### config.mk
export PLATFORM = sky130hd
export DESIGN_NAME = rr_mux_arbiter
export DESIGN_NICKNAME = d
export VERILOG_FILES = /design/src/rtl/rr_mux_arbiter.sv
export SDC_FILE = /design/constraint.sdc
export NUM_CORES = 1
export LEC_CHECK = 0
export ABC_AREA = 1
export BUFFER_PORTS_ARGS = -buffer_cell sky130_fd_sc_hd__buf_2
export CAP_MARGIN = 20
export CORE_ASPECT_RATIO = 0.75
export CORE_MARGIN = 4
export CORE_UTILIZATION = 44
export CTS_CLUSTER_SIZE = 24
export DETAILED_ROUTE_END_ITERATION = 16
export GPL_TIMING_DRIVEN = 0
export PLACE_DENSITY = 0.8
export RECOVER_POWER = 25
export SLEW_MARGIN = 15
export SYNTH_ARGS = -nofsm -noshare
export SYNTH_HDL_FRONTEND = slang
export SYNTH_SLANG_ARGS = --single-unit
export TNS_END_PERCENT = 1
### constraint.sdc
create_clock -name clk -period 1.5 [get_ports clk]
set_input_delay 0.075 -clock clk [delete_from_list [all_inputs] [get_ports clk]]
set_output_delay 0.075 -clock clk [all_outputs]
set_load 0.05 [all_outputs]
### src/rtl/rr_mux_arbiter.sv
// Round-robin arbiter sharing one 4:1 data mux between four valid/ready requesters.
// Each grant is capped at MAX_BURST beats and ends with a one-cycle IDLE bubble before re-arbitration.
module rr_mux_arbiter #(
    parameter int unsigned WIDTH     = 8,
    parameter int unsigned MAX_BURST = 4
) (
    input  logic                 clk,
    input  logic                 rst,
    input  logic [3:0]           req_valid,
    input  logic [4*WIDTH-1:0]   req_data,
    output logic [3:0]           req_ready,
    output logic                 out_valid,
    output logic [WIDTH-1:0]     out_data,
    input  logic                 out_ready,
    output logic [1:0]           grant_sel,
    output logic                 busy
);

    localparam int unsigned N_REQ = 4;
    localparam int unsigned CNT_W = $clog2(MAX_BURST + 1);
    localparam logic [CNT_W-1:0] LAST_BEAT = CNT_W'(MAX_BURST - 1);

    typedef enum logic {
        IDLE  = 1'b0,
        GRANT = 1'b1
    } state_t;

    state_t             state_q;
    state_t             state_d;
    logic [1:0]         grant_q;
    logic [1:0]         grant_d;
    logic [1:0]         ptr_q;
    logic [1:0]         ptr_d;
    logic [CNT_W-1:0]   cnt_q;
    logic [CNT_W-1:0]   cnt_d;

    logic [1:0]         pick;
    logic [1:0]         scan_idx;
    logic               sel_valid;
    logic [WIDTH-1:0]   sel_data;
    logic               xfer;

    // First requesting index found scanning ptr, ptr+1, ptr+2, ptr+3; the
    // descending loop lets the candidate closest to ptr overwrite the others.
    always_comb begin
        pick     = ptr_q;
        scan_idx = ptr_q;
        for (int k = N_REQ - 1; k >= 0; k--) begin
            scan_idx = ptr_q + 2'(k);
            if (req_valid[scan_idx]) begin
                pick = scan_idx;
            end
        end
    end

    // Shared data mux steered by the registered grant.
    always_comb begin
        sel_valid = req_valid[grant_q];
        sel_data  = '0;
        for (int i = 0; i < N_REQ; i++) begin
            if (grant_q == 2'(i)) begin
                sel_data = req_data[i*WIDTH +: WIDTH];
            end
        end
    end

    always_comb begin
        busy      = (state_q == GRANT);
        out_valid = busy & sel_valid;
        out_data  = busy ? sel_data : '0;
        req_ready = '0;
        if (busy) begin
            req_ready[grant_q] = out_ready;
        end
        xfer      = out_valid & out_ready;
        grant_sel = grant_q;
    end

    // Next-state: a grant ends on burst exhaustion or when its requester drops valid.
    always_comb begin
        state_d = state_q;
        grant_d = grant_q;
        ptr_d   = ptr_q;
        cnt_d   = cnt_q;
        case (state_q)
            IDLE: begin
                if (|req_valid) begin
                    state_d = GRANT;
                    grant_d = pick;
                    cnt_d   = '0;
                end
            end
            GRANT: begin
                if (!sel_valid) begin
                    state_d = IDLE;
                    ptr_d   = grant_q + 2'd1;
                    cnt_d   = '0;
                end else if (xfer) begin
                    if (cnt_q == LAST_BEAT) begin
                        state_d = IDLE;
                        ptr_d   = grant_q + 2'd1;
                        cnt_d   = '0;
                    end else begin
                        cnt_d = cnt_q + CNT_W'(1);
                    end
                end
            end
            default: begin
                state_d = IDLE;
            end
        endcase
    end

    always_ff @(posedge clk) begin
        if (rst) begin
            state_q <= IDLE;
            grant_q <= 2'd0;
            ptr_q   <= 2'd0;
            cnt_q   <= '0;
        end else begin
            state_q <= state_d;
            grant_q <= grant_d;
            ptr_q   <= ptr_d;
            cnt_q   <= cnt_d;
        end
    end

endmodule

==> results by group <==
Floorplanning
  – Die Width: 62.52 um
  – Core area: 2067 um2
  – Die Y: 48.89 um
  – Die area: 3057 um2
  – Io pins: 55
  – Starting Density: 0.4746
  – Row cnt: 14

Synthesis
  – Register area share after synthesis: 0.1633
  – Post-synth cell types: 25
  – Syn Nets: 211
  – Share of the synthesized area in the top cell type: 0.1837
  – Count leader, synth: nand2_1
  – Ys Warns: 0
  – Fraction of registers with async set or reset after synthesis: 0
  – Mapped Area: 980.9 um2
  – Post-synthesis cell count: 167
  – Biggest area consumer among synthesized cells: nand2_1
  – EDFF count, synth: 0
  – Commonest cells in the netlist: nand2_1 (48), inv_1 (19), o21ai_0 (17)
  – Number of synthesized register bits: 8
  – Main synth FF type: dfxtp_1
  – Synth Area per Inst: 5.874 um2
  – Area contributors post-synth: nand2_1 (18%), dfxtp_1 (16%), o21ai_0 (8.7%)

STA
  – Actual slew at the worst max-slew pin: 0.5880 ns
  – RSZ-0062 raised after global routing: true
  – Slew Limit Fails: 0
  – Minimum clock period: 1.813 ns
  – Setup violations, final: 14
  – Final worst-path setup slack: -0.3132 ns
  – Clock skew: 0.01597 ns
  – Hold Fails Final Rpt: 0
  – Final setup TNS: -2.236 ns
  – Period utilisation layout: 1.209
  – Normalized max-slew margin: 0.6097
  – Max Fclk: 0.5515 GHz

Drt
  – Detailed-route wire length: 3800 um
  – Drt first pass iters: 4
  – DRC: 0
  – Routed WL per cell: 14.79 um
  – Vias: 1,424
  – Mean number of vias per cell: 5.541
  – Antenna Violating Nets Remaining: 0
  – DR iter-0 viols: 133

Run status
  – Outcome: finished, violations left
  – Failing checks: negative setup slack

CTS
  – Num CTS Buffers: 3
  – Max clock buf depth: 2
  – Root Buffer: clkbuf_4
  – Skew-Pair Late Insertion Delay: 0.27 ns
  – Sink Count: 8
  – Clk slew on worst S/H paths: 0.07 ns
  – H-tree level count: 1
  – CTS tree: built

Global routing
  – GRT Util Overall: 0.2172
  – Initial antenna violation count: 0
  – Total gr overflow: 0
  – First-pass GRT wire length: 5499 um
  – Pin count of the biggest net entering global routing: 11
  – Vias in the first global route: 1,263

Worst setup path
  – Data required time at the worst endpoint: 1.42 ns
  – CP Capture Type: output port
  – Worst EP arrival: 1.74 ns
  – Kind of critical path: reg2out
  – Max FO, Critical Path: 8
  – Crit start category: register

Place
  – GPL Wtd Cong: 0.8992
  – DP Wirelength: 2568 um
  – IO Port Bufs: 54
  – # placed instances: 245
  – Dpl cell area: 1399 um2

Cells and area
  – Share of layout cells above drive strength 1: 0.5193
  – # fillers: 127
  – P&R area growth vs syn: 74.62%
  – Design Area, Final: 1713 um2
  – Antenna diode count: 0
  – Layout Cells excl Fill: 257
  – Final layout net count: 278

Pwr
  – Leakage: 0.8488 nW
  – Maximum vdd ir drop: 0.0007323 V
  – Power Density: 1168 nW/um2

Min path
  – Hold Path Class: in2reg

Job
  – Max-cap viol count: 0
## routing by layer
| layer | up-vias | part of all wire | routed length [um] | global-route usage |
|---|---|---|---|---|
| li1 | 685 | - | - | - |
| met4 | 0 | 0.027 | 104 | 0.06227 |
| met1 | 650 | 0.39 | 1500 | 0.2630 |
| met2 | 76 | 0.48 | 1840 | 0.3752 |
| met3 | 13 | 0.093 | 355 | 0.05991 |
| met5 | - | 0 | 0 | 0 |
## kinds of logic (layout without fill, tap and decap cells)
| kind of cell | count (synthesis) | after routing | share of synthesized area |
|---|---|---|---|
| simple gates | 84 | 84 | 0.3954 |
| flops | 8 | 8 | 0.1633 |
| compound gates | 43 | 43 | 0.2577 |
| buf+inv | 27 | 93 | 0.1199 |
| fa+ha+maj | 5 | 5 | 0.06378 |
## registers in the layout, summed over array words and instances (netlist names)
| name | count |
|---|---|
| ptr_q | 2 |
| cnt_q | 3 |
| grant_sel | 2 |
| busy | 1 |
## per-stage QoR
step | worst slack [ns] | hold WS, ns | util | total power [W]
floorplan | -0.2488 | 0.1374 | - | 0.001207
global placement | -0.2929 | 0.2505 | 0.6768 | 0.001412
detailed placement | -0.3490 | 0.2537 | 0.6768 | 0.001441
CTS | -0.2169 | 0.2801 | 0.7827 | 0.001843
global route | -0.3976 | 0.3233 | 0.8287 | 0.002139
finish | -0.3132 | 0.2871 | 0.8287 | 0.002000
## cells in the final DEF (no fill, tap or decap), drive strengths merged
cell and n:
nor2 12, a22oi 2, a22o 2, o21ai 21, nor3 4, nand2 53, dfxtp 8, ha 5
buf 63, a21oi 17, nand3 14, o21bai 1, clkbuf 6, dlygate4sd3 1, nand4 1, inv 23
## cell type report
type                    count  area, um2  area share
flip-flops and latches      8      168.9     0.09861
clock buffers               4      26.28     0.01534
plain buffers               3      36.28     0.02118
well taps                  24      30.03     0.01753
multi-input cells         132      925.9      0.5405
repair buffers             63      416.7      0.2432
inverters                  23      108.9     0.06355
## critical path: stages, from the launching register on
cell and delay [ns]:
dfxtp_4 0.39, inv_6 0.09, ha_4 0.13, inv_4 0.04, nor2_4 0.20, a22oi_2 0.09
nand2_1 0.13, o21ai_2 0.08, a21oi_4 0.13, buf_6 0.17
## report_power, final
group / leakage [nW] / internal [W] / switching, W
clock: 0.0150 / 0.000102 / 0.0000893
combinational: 0.767 / 0.000569 / 0.000941
sequential: 0.0672 / 0.000248 / 0.0000507
## timing repair
item | in CTS | in global routing
setup buffers | 6 | 2
pin swaps | 4 | 12
hold buffers | 1 | 0
endpoints found under the hold margin | 1 | 0
resized for setup | 49 | 23
endpoints found under the setup margin | 12 | 14
## final timing paths
path | startpoint | end | slack (ns) | cells after the start
min | out_ready | busy$_SDFF_PP0_ | 0.29 | 6
max | grant_sel[0]$_SDFFE_PP0P_ | out_data[1] | -0.31 | 9
max reg2reg | grant_sel[0]$_SDFFE_PP0P_ | cnt_q[0]$_SDFFE_PP0P_ | -0.07 | 11
min reg2reg | cnt_q[2]$_SDFFE_PP0P_ | cnt_q[2]$_SDFFE_PP0P_ | 0.46 | 2
No activity file was read; power rests on OpenSTA's default activity.
